### config.mk
export PLATFORM = sky130hd
export DESIGN_NAME = range_counter5
export DESIGN_NICKNAME = d
export VERILOG_FILES = /design/src/rtl/range_counter5_pkg.sv /design/src/rtl/reg5.sv /design/src/rtl/range_counter5.sv
export SDC_FILE = /design/constraint.sdc
export NUM_CORES = 1
export LEC_CHECK = 0
export ABC_AREA = 1
export CORE_UTILIZATION = 40
export CTS_BUF_LIST = sky130_fd_sc_hd__clkbuf_4 sky130_fd_sc_hd__clkbuf_8
export CTS_CLUSTER_SIZE = 14
export DETAILED_ROUTE_END_ITERATION = 10
export PLACE_DENSITY = 0.69
export SLEW_MARGIN = 20
export SYNTH_ARGS = -nofsm -noshare
export SYNTH_HDL_FRONTEND = slang
export SYNTH_SLANG_ARGS = --single-unit
### constraint.sdc
create_clock -name clk -period 1.55 [get_ports clk]
set_input_delay 0.465 -clock clk [delete_from_list [all_inputs] [get_ports clk]]
set_output_delay 0.465 -clock clk [all_outputs]
set_load 0.01 [all_outputs]
### src/rtl/range_counter5_pkg.sv
// Shared definitions for the range counter: default width and FSM state encoding.
package range_counter5_pkg;

    localparam int unsigned WIDTH_DEF = 5;
    localparam int unsigned STATE_W   = 3;
    localparam int unsigned SEL_BIT   = 2;

    // Bit 2 alone carries the mux select, so sel_out decodes glitch-free from one flop.
    typedef enum logic [STATE_W-1:0] {
        ST_IDLE   = 3'b000,
        ST_LOAD_A = 3'b001,
        ST_DONE   = 3'b010,
        ST_LOAD_B = 3'b100,
        ST_COUNT  = 3'b101
    } state_t;

endpackage

### src/rtl/reg5.sv
// WIDTH-bit register with load enable, synchronous clear and async active-low reset.
module reg5
    import range_counter5_pkg::*;
#(
    parameter int unsigned WIDTH = WIDTH_DEF
) (
    input  logic             clk,
    input  logic             rst_n,
    input  logic             clr,
    input  logic             load,
    input  logic [WIDTH-1:0] d,
    output logic [WIDTH-1:0] q
);

    // Clear wins over load.
    always_ff @(posedge clk or negedge rst_n) begin
        if (!rst_n) begin
            q <= '0;
        end else if (clr) begin
            q <= '0;
        end else if (load) begin
            q <= d;
        end
    end

endmodule

### src/rtl/range_counter5.sv
// Loads start value a and end value b through an external 2:1 mux, then counts a..b modulo 2^WIDTH.
module range_counter5
    import range_counter5_pkg::*;
#(
    parameter int unsigned WIDTH = WIDTH_DEF
) (
    input  logic             clk,
    input  logic             rst_n,
    input  logic             start,
    input  logic             abort,
    input  logic             step_en,
    input  logic [WIDTH-1:0] d_in,
    output logic             sel_out,
    output logic [WIDTH-1:0] cnt,
    output logic             busy,
    output logic             done
);

    state_t           state;
    state_t           state_nxt;
    logic [WIDTH-1:0] cnt_q;
    logic [WIDTH-1:0] cnt_d;
    logic [WIDTH-1:0] limit_q;
    logic             cnt_ld;
    logic             lim_ld;
    logic             run_clr;
    logic             at_limit;

    assign at_limit = (cnt_q == limit_q);

    // State register.
    always_ff @(posedge clk or negedge rst_n) begin
        if (!rst_n) begin
            state <= ST_IDLE;
        end else begin
            state <= state_nxt;
        end
    end

    // Next state and register controls; abort outranks every other transition while busy.
    always_comb begin
        state_nxt = state;
        cnt_ld    = 1'b0;
        cnt_d     = cnt_q;
        lim_ld    = 1'b0;
        run_clr   = 1'b0;
        case (state)
            ST_IDLE: begin
                if (start) begin
                    state_nxt = ST_LOAD_A;
                end
            end
            ST_LOAD_A: begin
                if (abort) begin
                    state_nxt = ST_IDLE;
                    run_clr   = 1'b1;
                end else begin
                    cnt_ld    = 1'b1;
                    cnt_d     = d_in;
                    state_nxt = ST_LOAD_B;
                end
            end
            ST_LOAD_B: begin
                if (abort) begin
                    state_nxt = ST_IDLE;
                    run_clr   = 1'b1;
                end else begin
                    lim_ld    = 1'b1;
                    state_nxt = ST_COUNT;
                end
            end
            ST_COUNT: begin
                if (abort) begin
                    state_nxt = ST_IDLE;
                    run_clr   = 1'b1;
                end else if (at_limit) begin
                    state_nxt = ST_DONE;
                end else if (step_en) begin
                    cnt_ld = 1'b1;
                    cnt_d  = cnt_q + WIDTH'(1);
                end
            end
            ST_DONE: begin
                state_nxt = ST_IDLE;
            end
            default: begin
                state_nxt = ST_IDLE;
            end
        endcase
    end

    // Count register: start value on load, +1 per enabled step, wraps silently.
    reg5 #(.WIDTH(WIDTH)) u_cnt (
        .clk   (clk),
        .rst_n (rst_n),
        .clr   (run_clr),
        .load  (cnt_ld),
        .d     (cnt_d),
        .q     (cnt_q)
    );

    // Limit register: end value captured at the close of LOAD_B.
    reg5 #(.WIDTH(WIDTH)) u_limit (
        .clk   (clk),
        .rst_n (rst_n),
        .clr   (run_clr),
        .load  (lim_ld),
        .d     (d_in),
        .q     (limit_q)
    );

    // Status decodes straight from the state flops.
    assign sel_out = state[SEL_BIT];
    assign busy    = (state == ST_LOAD_A) || (state == ST_LOAD_B) || (state == ST_COUNT);
    assign done    = (state == ST_DONE);
    assign cnt     = cnt_q;

endmodule

== After elaboration in Yosys (flattened, before gate mapping) ==
Index checks and enable logic that the tools add are counted.

* Input bits: 10
* Register bits after elaboration: 13
* Output and inout port bits: 8
* Memory bits (writable): 0
* Latch bits: 0
* ROM bits: 0
* Memories kept: 0

* Bitwise operators: 0
* Order comparisons: 0
* Muxes and demuxes: 23
* Reductions and logical operators: 9
* Shift operators: 0
* Div/mod/pow operators: 0
* Equal/unequal tests: 11
* Multiply operators: 0
* Add/sub/neg operators: 1

{| class="wikitable"
|+ Operators with widths
! cell !! number
|-
| 5-bit 2-to-1 mux || 8
|-
| 3-bit 2-to-1 mux || 5
|-
| 3-bit != test (second input constant) || 5
|-
| 3-bit one-hot mux with 4 select lines || 1
|-
| 5-bit one-hot mux with 2 select lines || 1
|-
| 1-bit 2-to-1 mux || 7
|-
| 3-bit == test (second input constant) || 2
|-
| 6-bit AND reduction || 1
|-
| 5-bit by 1-bit adder with 5-bit output (second input constant) || 1
|-
| 5-bit == test || 1
|-
| 2-bit nonzero test || 2
|-
| 3-bit by 1-bit == test with 1-bit output (second input constant) || 1
|-
| 3-bit by 2-bit == test with 1-bit output (second input constant) || 1
|-
| 3-bit logical NOT || 1
|-
| 3-bit nonzero test || 1
|-
| 3-bit OR reduction || 1
|-
| 1-bit logical OR || 2
|-
| 2-bit != test (second input constant) || 1
|-
| 1-bit one-hot mux with 2 select lines || 1
|-
| 2-bit AND reduction || 1
|}

== Logic depth before layout (Yosys ltp) ==
Gate-level depths: netlist of run 1.

* Depth in word-level cells: 7
* Gate-level depth with buffers: 9
* Depth with buffers taken out: 9

== Hierarchy ==
From an unflattened synthesis of run 1, not the netlist that was laid out.

* Cells, all modules: 137
* Area, all modules: 920.9 um2

{| class="wikitable"
|+ Modules (own cells, without submodules)
! module !! sequential area each (um2) !! cells an instance !! area an instance (um2) !! instances
|-
| range_counter5 || 75.1 || 93 || 515.5 || 1
|-
| reg5 || 125.1 || 22 || 202.7 || 2
|}

== Least setup slack after synthesis of run 1 ==
No wires, ideal clock.

* Path kind: reg2reg
* Start point: register state[2]
* End point: register u_cnt.q[2]
* Data required time: 1.433 ns
* Cell stages (with the launch flop): 9
* Path slack: 0.240 ns
* Library setup time: 0.117 ns
* Data arrival time: 1.193 ns
* Cells stage by stage: dfrtp_1 > inv_2 > a21oi_2 > nand2_2 > buf_6 > o21ai_0 > a21oi_1 > nand2_1 > nand2_1

* Cells in the longest elaborated chain, start to end: 5
* Elaborated cells between the ends (all ways): 16

{| class="wikitable"
|+ RTL lines
! item !! RTL line !! RTL
|-
| from (decl) || range_counter5.sv:19 || <nowiki>state_t state;</nowiki>
|-
| from (signal assigned) || range_counter5.sv:36 || <nowiki>state <= state_nxt;</nowiki>
|-
| 3-bit by 1-bit == test with 1-bit output / 3-bit == test (equally long branches) || range_counter5.sv:47 || <nowiki>case (state)</nowiki>
|-
| 3-bit OR reduction (no source line) || - ||
|-
| 1-bit 2-to-1 mux || - ||
|-
| 3-bit != test (no source line) (tied with other cells) || - ||
|-
| 6-bit AND reduction (no source line) || - ||
|-
| to (signal assigned) || reg5.sv:18 || <nowiki>q <= '0;</nowiki>
|-
| to (signal assigned) || reg5.sv:20 || <nowiki>q <= '0;</nowiki>
|-
| to (signal assigned) || reg5.sv:22 || <nowiki>q <= d;</nowiki>
|-
| to (decl) || reg5.sv:12 || <nowiki>output logic [WIDTH-1:0] q</nowiki>
|}

Several ways; a longest one is shown, not always the timed one. The select of a mux whose other input is x is not followed.
A chain may end at the register's enable or synchronous reset.

== Worst setup path after layout of run 1 ==
* Start point: register state[0]
* End point: output busy

* Cells in the longest elaborated chain, start to end: 3
* Elaborated cells between the ends (all ways): 5

{| class="wikitable"
|+ RTL lines
! item !! RTL line !! RTL
|-
| 3-bit by 1-bit == test with 1-bit output / 3-bit == test (equally long branches) || range_counter5.sv:114 || <nowiki>assign busy = (state == ST_LOAD_A) || (state == ST_LOAD_B) || (state == ST_COUNT);</nowiki>
|-
| 1-bit logical OR || range_counter5.sv:114 ||
|-
| 1-bit logical OR (*) || range_counter5.sv:114 ||
|-
| to (decl) || range_counter5.sv:15 || <nowiki>output logic busy,</nowiki>
|}

Mark *: on every way between the ends. The rest lies on a longest branch, timed or not.

==> tab_implementation.tex, run 1 <==
\begin{tabular}{lr}
\hline
Metric & Value \\
\hline
\multicolumn{2}{l}{\textbf{Drt}} \\
\quad Antenna-violating nets left & 0 \\
\quad Total routed wirelength & $\sim$1.9 mm \\
\quad Via/cell ratio & slightly below 5 \\
\quad Detailed Route Iter0 Violations & 21 \\
\quad Routed WL per cell & between 10 and 15 um \\
\quad Number of vias after detailed routing & a little over 800 \\
\quad Detailed-route DRC error count & 0 \\
\quad Number of detailed-route iterations in the first pass & 4 \\
\multicolumn{2}{l}{\textbf{Finish}} \\
\quad Final core occ & 0.624 \\
\quad Post-layout nets & between 150 and 200 \\
\quad Proportion of layout cells with a drive suffix above 1 & 0.229 \\
\quad Number of antenna repair diodes & 0 \\
\quad Area delta synth->final & 39.5\% \\
\quad Final-layout fill cell count & between 150 and 200 \\
\multicolumn{2}{l}{\textbf{Setup path}} \\
\quad Worst endpoint required time & 1.08 ns \\
\quad Worst Setup SP & state[0] \\
\quad Startpoint Class & flip-flop \\
\quad Worst reg2reg setup slack & around 0.13 ns \\
\quad Data arrival at the endpoint of the critical path & between 1 and 1.5 ns \\
\quad Source of the worst register-to-register timing path & u\_cnt.q[0] \\
\quad Kind of critical path & flip-flop to output port \\
\quad Sort of element at the end of the critical path & output port \\
\quad CP max FO & 4 \\
\multicolumn{2}{l}{\textbf{Placement}} \\
\quad Sum of net half-perimeters after detailed placement & between 1.5 and 2 mm \\
\quad I/O Buffers & 17 \\
\quad Routability congestion estimate & between 0.7 and 0.8 \\
\quad Dpl ws & -0.140 ns \\
\multicolumn{2}{l}{\textbf{Timing}} \\
\quad Final critical-path share of the clock period & 0.960 \\
\quad Final critical path time including I/O delays and setup & between 1 and 1.5 ns \\
\quad Final-report max-slew violation count & 0 \\
\quad Minimum setup slack in the final design & 0.0623 ns \\
\quad Final hold vios & 0 \\
\quad Final-report setup violation count & 0 \\
\quad Slew of the pin with the lowest slew margin & roughly 0.30 ns \\
\quad Max Clock Skew & 0.000695 ns \\
\quad Maximum achievable frequency & about 670 MHz \\
\quad Normalized max-slew margin & 0.799 \\
\multicolumn{2}{l}{\textbf{Clock tree}} \\
\quad Number of clock sinks seen by CTS & 13 \\
\quad Maximum clock insertion buffer count & 2 \\
\quad Root buffer cell & sky130\_fd\_sc\_hd\_\_clkbuf\_4 \\
\quad Clock transition at the registers of the reported paths & roughly 0.080 ns \\
\quad H-tree depth & 1 \\
\quad Number of buffers added to fix hold violations after cts & 0 \\
\quad Clock buffers created by TritonCTS & 3 \\
\quad Clock tree from TritonCTS & built \\
\quad Worst-Skew Late Latency & 0.27 ns \\
\multicolumn{2}{l}{\textbf{Synth}} \\
\quad Netlist area before placement & between 800 and 900 sq um \\
\quad Average instance area after synthesis & 7.34 sq um \\
\quad Count of cell types in the netlist & 22 \\
\quad Syn\_nets & between 100 and 150 \\
\quad Share of the yosys chip area belonging to registers & 0.399 \\
\quad Top cell type's share of synthesized area & 0.399 \\
\quad Largest cells by area after synthesis & sky130\_fd\_sc\_hd\_\_dfrtp\_1 (40\%), sky130\_fd\_sc\_hd\_\_nand2\_1 (12\%), sky130\_fd\_sc\_hd\_\_nand3\_1 (8.6\%) \\
\quad Library cell with the largest summed area after synthesis & sky130\_fd\_sc\_hd\_\_dfrtp\_1 \\
\quad Gate Count Post-Synth & about 110 \\
\quad Synthesis warning total & 0 \\
\quad Flop and latch count out of synthesis & 13 \\
\multicolumn{2}{l}{\textbf{Power}} \\
\quad P\_leak & a little under 0.6 nW \\
\quad Worst vdd rail ir drop & between 900 and 1000 uV \\
\quad Pwr Density & between 1500 and 2000 mW/mm\^{}2 \\
\multicolumn{2}{l}{\textbf{Floorplan}} \\
\quad IO Count & 18 \\
\quad DIE WIDTH & roughly 47 um \\
\quad Number of rows in the core area & 15 \\
\quad Initial Util & 0.447 \\
\quad Die H & approximately 47 um \\
\quad DIE AREA & between 0.002 and 0.0025 sq mm \\
\quad Total core area & $\sim$0.0018 sq mm \\
\multicolumn{2}{l}{\textbf{Global route}} \\
\quad Largest net degree at the start of global routing & 14 \\
\quad Total routing usage reported by global routing & 0.200 \\
\quad Via count of the first global-routing pass & around 700 \\
\quad GRT met2 Usage & 0.303 \\
\quad Most crowded layer after global routing & met2 \\
\quad Antenna violations before repair & 0 \\
\quad Wire length of the first global-routing pass & slightly above 3 mm \\
\quad GRT met1 Usage & 0.294 \\
\quad Met3 Resource Use GR & 0.0577 \\
\quad Total overflow reported by the global router & 0 \\
\multicolumn{2}{l}{\textbf{Status}} \\
\quad Outcome & finished clean \\
\multicolumn{2}{l}{\textbf{Flow run}} \\
\quad Max-capacitance violation count & 0 \\
\multicolumn{2}{l}{\textbf{Min path}} \\
\quad Kind of path behind the tightest hold check & primary input to async pin \\
\hline
\end{tabular}
## metal layers
metal / share of wire / vias to the layer above
met5: 0 / -
met4: 0.0031 / 0
met3: 0.050 / 2
met2: 0.44 / 14
met1: 0.51 / 374
li1: - / 427
## power breakdown
part           total (W)  internal (W)  leakage (nW)  switching [W]
combinational    0.00131      0.000579         0.412       0.000726
sequential      0.000573      0.000484         0.167      0.0000891
clock           0.000226      0.000117        0.0184       0.000108
## cell type report
class	count	area [sq um]	area share
tap	25	31.3	0.0275
clock buffer	4	30.0	0.0264
timing repair buffer	30	259	0.228
inverter	16	62.6	0.0551
multi-input combinational	81	428	0.377
sequential	13	325	0.286
## flip-flops by register name, indices dropped and copies added (netlist names)
name / count
u_limit.q: 5
state: 3
u_cnt.q: 5
## synth_stat cells, drive strengths merged
cell,number
a21oi,6
buf,1
dfrtp,13
ha,1
inv,16
nand2,29
nand3,15
nand3b,1
nor2,13
nor4,1
o21ai,12
o311ai,1
xnor2,2
## through the flow
stage                     hold WS, ns  std cells  cell area, sq um  total power [W]   TNS, ns
after floorplan                 0.169        111               815          0.00134         0
after global placement          0.518        164              1110          0.00187    -0.714
after detailed placement        0.536        164              1110          0.00191     -1.13
after CTS                       0.498        168              1120          0.00207         0
after global routing            0.514        169              1140          0.00229  -0.00105
final                           0.490        169              1140          0.00210         0
## worst paths after layout
path / endpoint / depth (start not counted)
max: busy / 3
min: state[2] / 2
max reg2reg: u_cnt.q[3] / 9
min reg2reg: u_limit.q[2] / 2
max in group asynchronous: u_cnt.q[4] / 2
min in group clk: u_limit.q[2] / 2
## critical path, cell delays in order, from the launching register on
cell and delay (ns):
sky130_fd_sc_hd__dfrtp_1 0.40, sky130_fd_sc_hd__inv_2 0.06, sky130_fd_sc_hd__a21oi_2 0.14, sky130_fd_sc_hd__buf_2 0.15
## repair_timing
| action | 4_1_cts | 5_1_grt |
|---|---|---|
| setup endpoints to repair | 8 | 2 |
| resized for setup | 15 | 4 |
| setup buffers | 0 | 1 |
| pin swaps | 0 | 0 |
## kinds of logic after synthesis
family                   synth area share
AND/OR/NAND/NOR                     0.346
AO/OA/AOI/OAI                       0.131
buffers and inverters              0.0875
flip-flops                          0.399
XOR/XNOR                           0.0215
adder cells (fa/ha/maj)            0.0154
## placed cells by master (no fill, tap or decap)
cell,Yosys,final
sky130_fd_sc_hd__nor4_1,1,1
sky130_fd_sc_hd__inv_4,0,1
sky130_fd_sc_hd__nand3_1,14,14
sky130_fd_sc_hd__nand3_2,1,1
sky130_fd_sc_hd__nand3b_1,1,1
sky130_fd_sc_hd__nand2_1,25,25
sky130_fd_sc_hd__clkbuf_4,0,4
sky130_fd_sc_hd__clkbuf_2,0,1
sky130_fd_sc_hd__o311ai_0,1,1
sky130_fd_sc_hd__o21ai_2,1,1
sky130_fd_sc_hd__ha_1,1,1
sky130_fd_sc_hd__nand2_2,2,1
sky130_fd_sc_hd__dfrtp_1,13,13
sky130_fd_sc_hd__o21ai_0,4,4
sky130_fd_sc_hd__inv_2,4,3
sky130_fd_sc_hd__a21oi_2,1,1
sky130_fd_sc_hd__dlygate4sd2_1,0,5
sky130_fd_sc_hd__nand2_4,2,3
sky130_fd_sc_hd__buf_2,0,2
sky130_fd_sc_hd__nor2_1,11,11
sky130_fd_sc_hd__buf_4,0,12
sky130_fd_sc_hd__buf_12,0,1
sky130_fd_sc_hd__clkdlybuf4s50_1,0,9
sky130_fd_sc_hd__nor2_4,1,2
sky130_fd_sc_hd__xnor2_1,2,2
sky130_fd_sc_hd__inv_1,12,12
sky130_fd_sc_hd__a21oi_1,5,5
sky130_fd_sc_hd__o21ai_1,7,7
Note: power is estimated with default switching activity, not from simulation.
==> run 2, diff against run 1 <==
--- a/config.mk
+++ b/config.mk
@@ -6,6 +6,7 @@
 export NUM_CORES = 1
 export LEC_CHECK = 0
 export ABC_AREA = 1
+export CORE_MARGIN = 2
 export CORE_UTILIZATION = 40
 export CTS_BUF_LIST = sky130_fd_sc_hd__clkbuf_4 sky130_fd_sc_hd__clkbuf_8
 export CTS_CLUSTER_SIZE = 14
==> run 2 against run 1 <==
Cell count is 2.4% higher; flip-flop and latch count stayed put; total power is 0.12% higher; via count is 5.9% higher; first-iteration DRC count is 57% lower; register-to-register slack better by 0.02 ns; combinational power hardly changed; critical endpoint is now done; highest routed layer unchanged.
==> tab_implementation.tex, run 2 (same netlist as run 1, synthesis figures left out) <==
\begin{tabular}{lr}
\hline
Metric & Value \\
\hline
\multicolumn{2}{l}{\textbf{Floorplan}} \\
\quad DIE WIDTH & 49.1 um (was 47.1 um) \\
\quad Number of rows in the core area & 16 (was 15) \\
\quad DIE AREA & 0.00241 sq mm (was 0.00222 sq mm) \\
\quad IO Count & 18 (unchanged) \\
\quad Die H & 49.1 um (was 47.1 um) \\
\quad Total core area & 0.00194 sq mm (was 0.00182 sq mm) \\
\quad Initial Util & 0.419 (was 0.447) \\
\multicolumn{2}{l}{\textbf{Global route}} \\
\quad Total overflow reported by the global router & 0 (unchanged) \\
\quad Wire length of the first global-routing pass & 3.68 mm (was 3.06 mm) \\
\quad Total routing usage reported by global routing & 0.196 (was 0.200) \\
\quad Largest net degree at the start of global routing & 14 (unchanged) \\
\quad Via count of the first global-routing pass & 859 (was 703) \\
\quad Antenna violations before repair & 0 (unchanged) \\
\multicolumn{2}{l}{\textbf{Power}} \\
\quad Switching Fraction & 0.432 (was 0.439) \\
\quad Clock group share of total power & 0.111 (was 0.107) \\
\quad Cell-internal power & 0.00120 W (was 0.00118 W) \\
\quad P\_leak & 0.597 nW (about the same) \\
\quad Reg power frac & 0.268 (was 0.272) \\
\quad Combinational power share & 0.621 (was 0.620) \\
\quad Worst vdd rail ir drop & 829 uV (was 978 uV) \\
\quad Pwr Density & 1840 mW/mm\^{}2 (was 1850 mW/mm\^{}2) \\
\quad Power spent charging and discharging nets & 0.000910 W (was 0.000923 W) \\
\quad Pwr Total & 0.00211 W (was 0.00210 W) \\
\multicolumn{2}{l}{\textbf{Drt}} \\
\quad Via/cell ratio & 5.00 (was 4.83) \\
\quad Number of detailed-route iterations in the first pass & 4 (unchanged) \\
\quad Number of vias after detailed routing & 865 (was 817) \\
\quad Routed WL per cell & 11.8 um (was 11.4 um) \\
\quad Detailed Route Iter0 Violations & 9 (was 21) \\
\quad Detailed-route DRC error count & 0 (unchanged) \\
\quad Antenna-violating nets left & 0 (unchanged) \\
\quad Total routed wirelength & 2.04 mm (was 1.92 mm) \\
\multicolumn{2}{l}{\textbf{Timing}} \\
\quad Minimum setup slack in the final design & 0.0474 ns (was 0.0623 ns) \\
\quad Final critical path time including I/O delays and setup & 1.50 ns (was 1.49 ns) \\
\quad Final TNS setup & 0 ns (unchanged) \\
\quad Final-report max-slew violation count & 0 (unchanged) \\
\quad Max Clock Skew & 0.00266 ns (was 0.000695 ns) \\
\quad Maximum achievable frequency & 666 MHz (was 672 MHz) \\
\quad Slew of the pin with the lowest slew margin & 0.328 ns (was 0.297 ns) \\
\quad Final hold vios & 0 (unchanged) \\
\quad Final-report setup violation count & 0 (unchanged) \\
\quad Unrepaired setup endpoints after global routing & true \\
\quad Normalized max-slew margin & 0.779 (was 0.799) \\
\quad Final critical-path share of the clock period & 0.969 (was 0.960) \\
\multicolumn{2}{l}{\textbf{Clock tree}} \\
\quad Clock buffers created by TritonCTS & 3 (unchanged) \\
\quad Clock transition at the registers of the reported paths & 0.09 ns (was 0.08 ns) \\
\quad Root buffer cell & sky130\_fd\_sc\_hd\_\_clkbuf\_4 (unchanged) \\
\quad Number of buffers added to fix hold violations after cts & 0 (unchanged) \\
\quad Worst-Skew Late Latency & 0.27 ns (about the same) \\
\quad Number of clock sinks seen by CTS & 13 (unchanged) \\
\quad Clock tree from TritonCTS & built (unchanged) \\
\quad H-tree depth & 1 (unchanged) \\
\quad Maximum clock insertion buffer count & 2 (unchanged) \\
\multicolumn{2}{l}{\textbf{Finish}} \\
\quad Area delta synth->final & 40.7\% (was 39.5\%) \\
\quad Proportion of layout cells with a drive suffix above 1 & 0.253 (was 0.229) \\
\quad Seq. cell area & 325 sq um (unchanged) \\
\quad Footprint of the multi-input gates & 423 sq um (was 428 sq um) \\
\quad Number of antenna repair diodes & 0 (unchanged) \\
\quad Post-layout nets & 158 (was 156) \\
\quad Registers with the highest flip-flop counts & u\_cnt.q (5), u\_limit.q (5), state (3) (unchanged) \\
\quad Final-layout fill cell count & 202 (was 172) \\
\quad Leading cell types in the layout, fill and taps excluded & sky130\_fd\_sc\_hd\_\_nand2\_1 (24), sky130\_fd\_sc\_hd\_\_nand3\_1 (14), sky130\_fd\_sc\_hd\_\_buf\_4 (14), sky130\_fd\_sc\_hd\_\_dfrtp\_1 (13), sky130\_fd\_sc\_hd\_\_inv\_1 (12) (was sky130\_fd\_sc\_hd\_\_nand2\_1 (25), sky130\_fd\_sc\_hd\_\_nand3\_1 (14), sky130\_fd\_sc\_hd\_\_dfrtp\_1 (13), sky130\_fd\_sc\_hd\_\_inv\_1 (12), sky130\_fd\_sc\_hd\_\_buf\_4 (12)) \\
\quad Non-filler instance count after layout & 173 (was 169) \\
\quad Most common library cell in the layout ignoring fill and taps & sky130\_fd\_sc\_hd\_\_nand2\_1 (unchanged) \\
\multicolumn{2}{l}{\textbf{Setup path}} \\
\quad CP max FO & 3 (was 4) \\
\quad Sort of element at the end of the critical path & output port (unchanged) \\
\quad Worst endpoint required time & 1.08 ns (about the same) \\
\quad Source of the worst register-to-register timing path & state[0] (was u\_cnt.q[0]) \\
\quad Startpoint Class & flip-flop (unchanged) \\
\quad Kind of critical path & flip-flop to output port (unchanged) \\
\quad Worst Setup SP & state[2] (was state[0]) \\
\quad Data arrival at the endpoint of the critical path & 1.04 ns (was 1.02 ns) \\
\multicolumn{2}{l}{\textbf{Flow run}} \\
\quad Max-capacitance violation count & 0 (unchanged) \\
\multicolumn{2}{l}{\textbf{Placement}} \\
\quad Routability congestion estimate & 0.812 (was 0.781) \\
\quad I/O Buffers & 17 (unchanged) \\
\quad Dpl ws & -0.130 ns (was -0.140 ns) \\
\quad \# placed instances & 168 (was 164) \\
\quad Sum of net half-perimeters after detailed placement & 1.60 mm (was 1.55 mm) \\
\multicolumn{2}{l}{\textbf{Min path}} \\
\quad Kind of path behind the tightest hold check & primary input to async pin (unchanged) \\
\multicolumn{2}{l}{\textbf{Status}} \\
\quad Outcome & finished clean (unchanged) \\
\hline
\end{tabular}
==> run 2: final timing paths <==
path,end,slack [ns],depth (start not counted)
max in group asynchronous,u_limit.q[0],0.90,2
hold reg to reg,u_limit.q[2],0.55,2
setup reg to reg,u_limit.q[3],0.15,7
setup / recovery,done,0.05,4
min in group clk,u_limit.q[2],0.55,2
hold / removal,u_cnt.q[1],0.49,2
==> run 2: power by group through the flow <==
stage	clock (W)	sequential, W	combinational [W]
6_report	0.000234	0.000565	0.00131
5_1_grt	0.000259	0.000583	0.00148
4_1_cts	0.000242	0.000569	0.00129
3_5_place_dp	0	0.000578	0.00135
3_3_place_gp	0	0.000574	0.00132
2_1_floorplan	0	0.000663	0.000681
==> run 2: cell type report <==
cell class,count,share of cell area
Clock buffer,4,0.0262
Inverter,16,0.0524
Sequential cell,13,0.284
Tap cell,27,0.0295
Multi-Input combinational cell,81,0.369
Timing Repair Buffer,32,0.239
==> run 2: through the flow <==
stage	util	cell area, sq um	hold WS (ns)
2_1_floorplan	-	815	0.169
3_3_place_gp	0.579	1120	0.530
3_5_place_dp	0.579	1120	0.535
4_1_cts	0.586	1140	0.487
5_1_grt	0.590	1150	0.488
6_report	0.590	1150	0.487
==> run 2: metal layers <==
layer / routed length, um / GRT usage
met5: 0 / 0
met4: 26 / 0.0762
met3: 76 / 0.0337
met2: 1080 / 0.347
met1: 855 / 0.232
==> run 2: worst max-delay path: stages (launching register included) <==
cell and delay [ns]:
sky130_fd_sc_hd__dfrtp_1 0.40, sky130_fd_sc_hd__inv_2 0.09, sky130_fd_sc_hd__nand2_2 0.05, sky130_fd_sc_hd__nor2_2 0.10, sky130_fd_sc_hd__buf_2 0.13
==> run 2: repair_timing <==
action	in CTS	in global routing
buffers inserted	0	1
resized for setup	15	3
endpoints found under the setup margin	8	3
pin swaps	0	1
